**src/rtl/branch_resolve_predict_unit.sv**
```systemverilog
// branch_resolve_predict_unit: registered branch/jump/xRET resolution with a bimodal BHT predictor
// and saturating branch/mispredict statistics.
package branch_decoder_unit_pkg;
    typedef enum logic [2:0] {
        NoBranch   = 3'd0,
        Mret       = 3'd1,
        Sret       = 3'd2,
        Jump       = 3'd3,
        CondBranch = 3'd4
    } branch_t;

    // RISC-V funct3 encodings; 010 and 011 are undefined and resolve not-taken.
    typedef enum logic [2:0] {
        Beq  = 3'b000,
        Bne  = 3'b001,
        Blt  = 3'b100,
        Bge  = 3'b101,
        Bltu = 3'b110,
        Bgeu = 3'b111
    } cond_branch_t;
endpackage

module branch_resolve_predict_unit
    import branch_decoder_unit_pkg::*;
#(
    parameter int Width = 32,
    parameter int BhtDepth = 64,
    parameter logic [1:0] CounterInit = 2'b01,
    parameter int CntWidth = 32
) (
    input  logic                clock,
    input  logic                reset_n,
    input  logic [Width-1:0]    pred_pc,
    output logic                pred_taken,
    input  logic                res_valid,
    input  logic                res_kill,
    input  logic [Width-1:0]    res_pc,
    input  branch_t             branch_type,
    input  cond_branch_t        cond_branch_type,
    input  logic                res_pred_taken,
    input  logic [Width-1:0]    read_data_1,
    input  logic [Width-1:0]    read_data_2,
    output logic                out_valid,
    output logic [1:0]          pc_src,
    output logic                mispredict,
    output logic [CntWidth-1:0] branch_cnt,
    output logic [CntWidth-1:0] mispredict_cnt
);
    localparam int IdxW = $clog2(BhtDepth);

    logic [1:0]       bht [BhtDepth];
    logic [IdxW-1:0]  pred_idx;
    logic [IdxW-1:0]  res_idx;
    logic [Width:0]   sum;
    logic [Width-1:0] diff;
    logic             carry;
    logic             eq;
    logic             lt;
    logic             ltu;
    logic             taken;
    logic             accept;
    logic             is_cond;
    logic [1:0]       ctr;
    logic [1:0]       ctr_next;
    logic [1:0]       pc_src_next;
    logic             mis_next;
    logic             unused_pc_bits;

    assign pred_idx = pred_pc[IdxW+1:2];
    assign res_idx  = res_pc[IdxW+1:2];
    assign unused_pc_bits = ^{pred_pc[Width-1:IdxW+2], pred_pc[1:0],
                              res_pc[Width-1:IdxW+2], res_pc[1:0]};

    // Registered BHT makes the lookup naturally read-before-write on an index collision.
    assign pred_taken = bht[pred_idx][1];

    // rd1 + ~rd2 + 1: carry out is set exactly when rd1 >= rd2 unsigned.
    assign sum   = {1'b0, read_data_1} + {1'b0, ~read_data_2} + {{Width{1'b0}}, 1'b1};
    assign diff  = sum[Width-1:0];
    assign carry = sum[Width];
    assign eq    = (diff == '0);
    assign lt    = diff[Width-1] ^ ((read_data_1[Width-1] ^ read_data_2[Width-1])
                                  & (read_data_1[Width-1] ^ diff[Width-1]));
    assign ltu   = ~carry;

    always_comb begin
        taken = 1'b0;
        case (cond_branch_type)
            Beq:     taken = eq;
            Bne:     taken = ~eq;
            Blt:     taken = lt;
            Bge:     taken = ~lt;
            Bltu:    taken = ltu;
            Bgeu:    taken = ~ltu;
            default: taken = 1'b0;
        endcase
    end

    assign accept  = res_valid & ~res_kill;
    assign is_cond = (branch_type == CondBranch);
    assign ctr     = bht[res_idx];

    always_comb begin
        ctr_next = taken ? ((ctr == 2'b11) ? 2'b11 : ctr + 2'd1)
                         : ((ctr == 2'b00) ? 2'b00 : ctr - 2'd1);
        pc_src_next = 2'b00;
        mis_next = 1'b0;
        case (branch_type)
            Mret: pc_src_next = 2'b01;
            Sret: pc_src_next = 2'b10;
            Jump: begin
                pc_src_next = 2'b11;
                mis_next = ~res_pred_taken;
            end
            CondBranch: begin
                pc_src_next = taken ? 2'b11 : 2'b00;
                mis_next = taken ^ res_pred_taken;
            end
            default: pc_src_next = 2'b00;
        endcase
    end

    always_ff @(posedge clock or negedge reset_n) begin
        if (!reset_n) begin
            for (int i = 0; i < BhtDepth; i++) bht[i] <= CounterInit;
            out_valid      <= 1'b0;
            pc_src         <= 2'b00;
            mispredict     <= 1'b0;
            branch_cnt     <= '0;
            mispredict_cnt <= '0;
        end else begin
            out_valid  <= accept;
            pc_src     <= accept ? pc_src_next : 2'b00;
            mispredict <= accept & mis_next;
            if (accept && is_cond) bht[res_idx] <= ctr_next;
            if (accept && (is_cond || branch_type == Jump) && branch_cnt != '1)
                branch_cnt <= branch_cnt + CntWidth'(1);
            if (accept && mis_next && mispredict_cnt != '1)
                mispredict_cnt <= mispredict_cnt + CntWidth'(1);
        end
    end
endmodule

```
**config.mk**
```make
export PLATFORM = sky130hd
export DESIGN_NAME = branch_resolve_predict_unit
export DESIGN_NICKNAME = d
export VERILOG_FILES = /design/src/rtl/branch_resolve_predict_unit.sv
export SDC_FILE = /design/constraint.sdc
export NUM_CORES = 1
export LEC_CHECK = 0
export ABC_CLOCK_PERIOD_IN_PS = 5000
export CORE_ASPECT_RATIO = 0.5
export CORE_MARGIN = 4
export CORE_UTILIZATION = 34
export DETAILED_ROUTE_END_ITERATION = 16
export PLACE_DENSITY = 0.67
export SETUP_SLACK_MARGIN = 0.5
export SYNTH_ARGS = -nofsm -noshare
export SYNTH_HDL_FRONTEND = slang
export SYNTH_SLANG_ARGS = --single-unit
```
**constraint.sdc**
```tcl
create_clock -name clock -period 5 [get_ports clock]
set_input_delay 0.75 -clock clock [delete_from_list [all_inputs] [get_ports clock]]
set_output_delay 0.75 -clock clock [all_outputs]
set_load 0.01 [all_outputs]
```
==> results of run 1 <==
kinds of logic (layout without fill, tap and decap cells):
kind of cell / Yosys count / count (layout) / share of synthesized area, %
simple gates: 345 / 345 / 14.90
compound gates: 205 / 205 / 12.72
flops: 196 / 196 / 42.27
mux: 155 / 155 / 16.77
buf+inv: 109 / 415 / 3.660
xor+xnor: 75 / 75 / 5.570
fa+ha+maj: 38 / 38 / 4.116
timing repair:
| action | CTS | global route |
|---|---|---|
| gates cloned | 4 | 4 |
| pin swaps | 44 | 51 |
| buffers inserted | 33 | 5 |
| endpoints found under the setup margin | 163 | 163 |
| gates resized for setup | 175 | 65 |
metrics by stage:
stage | setup TNS, ns | utilization (%) | hold WS [ns] | instances | instance area (um^2)
after floorplan | -49.60 | - | 0.4544 | 1123 | 12060
after detailed placement | -222.55 | 44.24 | 0.4824 | 1816 | 14880
final | -82.54 | 48.91 | 0.3964 | 1894 | 16450
after global routing | -131.72 | 48.91 | 0.4621 | 1894 | 16450
after global placement | -199.05 | 44.24 | 0.4738 | 1816 | 14880
after CTS | -55.63 | 47.75 | 0.4355 | 1885 | 16060
synthesized netlist by cell type, types with 8 or more instances:
cell type,instances
a21oi_1,26
a22oi_1,68
mux4_2,21
o21ai_1,8
inv_1,49
dfstp_2,64
dfrtp_1,132
nor2_1,39
mux2_2,131
nand3_1,35
xnor2_1,61
nand2b_1,10
o21ai_0,19
nand2_1,123
buf_1,12
buf_2,12
clkbuf_1,34
a21o_1,9
o21a_1,10
and2_1,11
nor3_1,11
and3_1,31
xor2_1,14
ha_1,34
nand4_1,45
flip-flops by register name, summed over array words and instances, names as in the netlist:
register	count
branch_cnt	32
bht	128
pc_src	2
out_valid	1
mispredict_cnt	32
mispredict	1
routing by layer:
layer,up-vias,part of all wire [%],GRT usage (%)
li1,4734,-,-
met1,5248,39,23.42
met2,399,52,34.31
met3,92,5.7,3.113
met4,0,3.3,7.734
met5,-,0,0
power groups by stage:
stage	Combinational (mW)	Sequential, mW	Clock (mW)
2_1_floorplan	0.346	1.69	0
3_3_place_gp	0.716	1.69	0
3_5_place_dp	0.727	1.69	0
4_1_cts	0.784	1.66	1.31
5_1_grt	0.891	1.67	1.38
6_report	0.822	1.66	1.29
layout by cell type (no fill, tap or decap), types with 23 or more instances in the layout:
cell,n
xnor2_1,59
nand4_1,45
mux2_2,116
clkdlybuf4s50_1,117
a22oi_1,68
inv_1,29
nor2_1,36
nand2_1,112
buf_4,157
dfrtp_1,132
dfstp_2,64
nand3_1,23
and3_1,31
buf_6,28
cell type report:
cell class | count | area [um^2]
fillers | 3016 | 17190
multi-input cells | 818 | 7042
flip-flops and latches | 196 | 4985
repair buffers | 334 | 3103
well taps | 465 | 581.8
clock buffers | 22 | 464.2
inverters | 49 | 201.4
clock inverters | 10 | 73.82
final timing paths:
check,from,endpoint,slack (ns),depth (start not counted)
worst max-delay path,read_data_2[9],bht[83]$_DFFE_PN0P_,-0.58,27
worst min-delay path,reset_n,branch_cnt[9]$_DFFE_PN0P_,0.40,1
worst max register to register,mispredict_cnt[9]$_DFFE_PN0P_,mispredict_cnt[26]$_DFFE_PN0P_,1.80,12
worst min register to register,mispredict_cnt[16]$_DFFE_PN0P_,mispredict_cnt[16]$_DFFE_PN0P_,0.50,1
max in group asynchronous,reset_n,bht[7]$_DFFE_PN0P_,3.28,2
min in group clock,mispredict_cnt[16]$_DFFE_PN0P_,mispredict_cnt[16]$_DFFE_PN0P_,0.50,1
==> metrics.txt, run 1 <==
total core area 33640 um^2; Sw Ratio 28.35%; Worst-Skew Late Latency approximately 0.44 ns; Hold Vio Cnt, Final 0; initial antenna violation count 0; count of final max-slew check failures 0; Fmax roughly 180 MHz; clock tree sinks between 150 and 200; gr usage total between 10% and 20%; Final Net Count roughly 1600; die width about 270 um; leakage power between 7 and 8 nW; Cell Area, Synth 11790 um^2; Crit path buffers/inverters 6; Synth Area per Inst ~11 um^2; critical path capture point type flop; critical path launch point type input port; NetSw between 1 and 1.5 mW; first-pass GRT wire length just under 60000 um; total grt overflow 0; FP Rows 47; Chip Height 139.7 um; vias per cell 5.530; TritonRoute pass-1 iters 5; port bufs 155; Max-Cap Viols 0; CTS tree done; DPL Wire Length 25960 um; Power Density ~230 nW/um^2; Comb pwr share 21.8%; failing checks negative setup slack; share of layout cells above drive strength 1 38.84%; Layout Skew between 0.015 and 0.02 ns; Routability Congestion approximately 0.9; fraction of registers with async set/reset 100.0%; Hold-fix buffers, CTS 0; number of synthesized flops with an enable pin 0; cell family with most CP delay compound AO/OA/AOI/OAI gates; area grow syn2layout 39.49%; via count approximately 10000; CP peak stage delay ~0.53 ns; pre-CTS setup slack -1.433 ns; wirelength, routed around 38000 um; Setup CP Type in -> reg; Req. time, crit path 5.31 ns; synth top area cells dfrtp_1 28%, dfstp_2 14%, mux2_2 13%; die area 37910 um^2; clock share of power between 30% and 40%; maximum number of pins on one net before global-route repair 98; sequential share of the synthesized area between 40% and 50%; Final setup viols about 160; Synth top area share 28.01%; H-tree levels 4; cell-internal power 2.705 mW; Sequential Power Share roughly 44%; Yosys warning total 0; number of synthesized register bits 196; critical path peak fanout 8; period utilisation layout 111.7%; Post-Syn Instances ~1100; TritonCTS buffer count 17; Slew HR a little under a quarter; clock buffer depth 2; Hold Path Class in -> async; remaining antenna violation count 0; Slowest-stage cell, CP fa_1; min Tclk post-route 5.584 ns; Initial Util a little over a third; Power, Total 3.775 mW; Worst Path Arrival slightly below 6 ns; top_reg_cell synth dfrtp_1; Unique masters post-synth 75; peak supply drop approximately 0.00016 V; Worst-Margin Slew roughly 1.2 ns; diodes inserted 0; setup ws final -0.5837 ns; DR iter-0 viols ~900; Net Count, Synth 1298; vias in the first global route ~11000; Clock transition at path regs about 0.08 ns; Synth area leader dfrtp_1; I/O pins 208; routed len/inst between 15 and 20 um; status complete, but fails checks; RSZ-0062 raised after global routing true; root buffer cell clkbuf_16; DRC 0
No activity file was read; power rests on OpenSTA's default activity.
==> inputs of run 2 (changes only) <==
Settings changed: CORE_MARGIN 4 to not set, CTS_BUF_LIST set to sky130_fd_sc_hd__clkbuf_4 sky130_fd_sc_hd__clkbuf_8, RECOVER_POWER set to 100.
==> run 2 against run 1 <==
The flow finishes with violations (max-capacitance violations, max-slew violations, negative setup slack). Sequential share of layout area increased by 0.28 points. Non-clock buffer count is 2 lower. Die area down 6.4%. Utilization shrank 0.37 points. Clock-buffer cell count fell by 4. Combinational power rose by 0.5%. Total power decreased by 6.8%. Highest routed layer unchanged.
==> metrics.txt, run 2 (synthesized netlist as in run 1, its figures left out) <==
wirelength, routed between 30000 and 40000 um; peak supply drop ~0.00018 V; CP peak stage delay about 0.57 ns; Setup CP Type in -> reg; Slowest-stage cell, CP or4_4; hold path startpoint mispredict_cnt[31]$_DFFE_PN0P_; leakage power about 7.1 nW; setup slack, reg-to-reg just under 2 ns; routed len/inst about 20 um; Reg with most FFs bht; Core Util, Final 48.54%; FF-to-FF End mispredict_cnt[26]$_DFFE_PN0P_; Hold Path Class reg -> reg; DRC 0; RSZ-0062 raised after global routing true; Max-Cap Viols 1; highest-count cells in the layout ignoring fill and taps 145 x buf_4, 132 x dfrtp_1, 118 x mux2_2; TritonCTS buffer count 17; Hold Vio Cnt, Final 0; initial antenna violation count 1; die width approximately 270 um; Routability Congestion 0.8832; Clock transition at path regs 0.11 ns; most frequent CP cell buf_4; Final Net Count 1589; Comb pwr share between 20% and 30%; area grow syn2layout 38.19%; Non-Filler Instances between 1500 and 2000; port bufs 155; Worst Path Arrival roughly 5.9 ns; status complete, but fails checks; H-tree levels 4; Worst-Skew Late Latency 0.48 ns; setup ws final -0.4950 ns; clock buffer depth 2; critical path peak fanout 6; CTS tree done; critical path launch point type input port; NetSw between 1 and 1.5 mW; failing checks max-capacitance violations, max-slew violations, negative setup slack; Chip Height 133.7 um; total placed instance area 14820 um^2; hold path cells 1; Slew HR -219.1%; DPL Wire Length about 25000 um; share of layout cells above drive strength 1 about two fifths; number of cells after detailed placement between 1500 and 2000; reg2reg path depth 12; fillcell total roughly 3000; root buffer cell clkbuf_8; max reg flops 128; via count 10338; maximum number of pins on one net before global-route repair 197; Req. time, crit path approximately 5.4 ns; vias in the first global route ~11000; Initial Util a little over a third; period utilisation layout 109.9%; pre-CTS setup slack -1.477 ns; WHS Endpoint mispredict_cnt[31]$_DFFE_PN0P_; Largest regs bht (128), branch_cnt (32), mispredict_cnt (32); Layout Skew about 0.020 ns; first-pass GRT wire length between 50000 and 60000 um; total core area ~34000 um^2; count of final max-slew check failures 197; Sequential Power Share ~47%; vias per cell 5.461; critical path capture point type flop; clock share of power between 20% and 30%; RR Startpoint mispredict_cnt[9]$_DFFE_PN0P_; Design Area, Final approximately 16000 um^2; die area approximately 35000 um^2; Power Density about 220 nW/um^2; DR iter-0 viols approximately 630; Fmax between 150 and 200 MHz; total grt overflow 0; Sw Ratio 30.11%; Final setup viols 161; gr usage total 20.54%; clock tree sinks 196; Worst-Margin Slew between 4 and 5 ns; Hold WS between 0.4 and 0.5 ns; remaining antenna violation count 0; cell-internal power 2.458 mW; commonest non-fill, non-tap cell in the layout buf_4; min Tclk post-route 5.495 ns; TritonRoute pass-1 iters 5; FP Rows 47; I/O pins 208
## run 2: cell types whose count changed in the layout (fill, tap and decap cells not counted), moves of 6 or more
cell | previous run | this run
clkdlybuf4s50_1 | 117 | 98
buf_12 | 4 | 10
clkbuf_8 | 2 | 18
buf_6 | 28 | 16
dlygate4sd3_1 | 0 | 16
buf_2 | 6 | 15
buf_4 | 157 | 145
clkbuf_16 | 21 | 3
## run 2: critical path: cells and delay by family
| kind | cells | cell delay [ns] |
|---|---|---|
| buffers and inverters | 20 | 2.52 |
| and+or+nand+nor | 5 | 1.10 |
| AOI/OAI and AO/OA | 3 | 0.96 |
| adders and majority gates | 1 | 0.28 |
| xor gates and xnor gates | 2 | 0.26 |
## run 2: metal layers
metal | up-vias | track usage, % | wire (um)
li1 | 4724 | - | -
met5 | - | 0 | 0
met4 | 0 | 7.996 | 1192
met2 | 327 | 37.35 | 19260
met1 | 5199 | 24.47 | 14810
met3 | 88 | 3.050 | 1853
## run 2: worst max-delay path by stage
| stage | start | to | cells past startpoint |
|---|---|---|---|
| after global routing | read_data_2[8] | mispredict_cnt[17]$_DFFE_PN0P_ | 27 |
| after floorplan | read_data_2[9] | mispredict_cnt[8]$_DFFE_PN0P_ | 25 |
| after CTS | read_data_2[8] | mispredict_cnt[18]$_DFFE_PN0P_ | 27 |
| after global placement | read_data_2[4] | mispredict_cnt[1]$_DFFE_PN0P_ | 24 |
| after detailed placement | read_data_2[1] | bht[81]$_DFFE_PN0P_ | 24 |
| final | read_data_1[9] | mispredict_cnt[18]$_DFFE_PN0P_ | 31 |
## run 2: cell type report
type | count | area, um^2 | share of cell area (%)
diodes | 1 | 2.502 | 0.01535
clock buffers | 18 | 247.7 | 1.520
clock inverters | 14 | 147.6 | 0.9059
inverters | 49 | 198.9 | 1.221
multi-input cells | 818 | 6944 | 42.61
flip-flops and latches | 196 | 4985 | 30.59
well taps | 465 | 581.8 | 3.570
repair buffers | 332 | 3191 | 19.58
## run 2: stage by stage
stage	TNS (ns)	power (mW)
after floorplan	-49.60	2.041
final	-71.25	3.517
after detailed placement	-231.51	2.407
after global routing	-198.15	3.676
after global placement	-210.44	2.394
after CTS	-51.67	3.493
## run 2: timing repair
action | 4_1_cts | 5_1_grt
hold buffers | 0 | 0
endpoints found under the hold margin | 0 | 0
gates cloned | 9 | 6
setup buffers | 36 | 2
pin swaps | 62 | 12
endpoints found under the setup margin | 163 | 163
gates resized for setup | 196 | 27
## run 2: power groups by stage
stage          clock, mW  sequential, mW  combinational, mW
3_5_place_dp           0            1.69              0.716
2_1_floorplan          0            1.69              0.346
3_3_place_gp           0            1.69              0.704
5_1_grt             1.11            1.67              0.889
4_1_cts             1.05            1.66              0.781
6_report            1.03            1.66              0.826
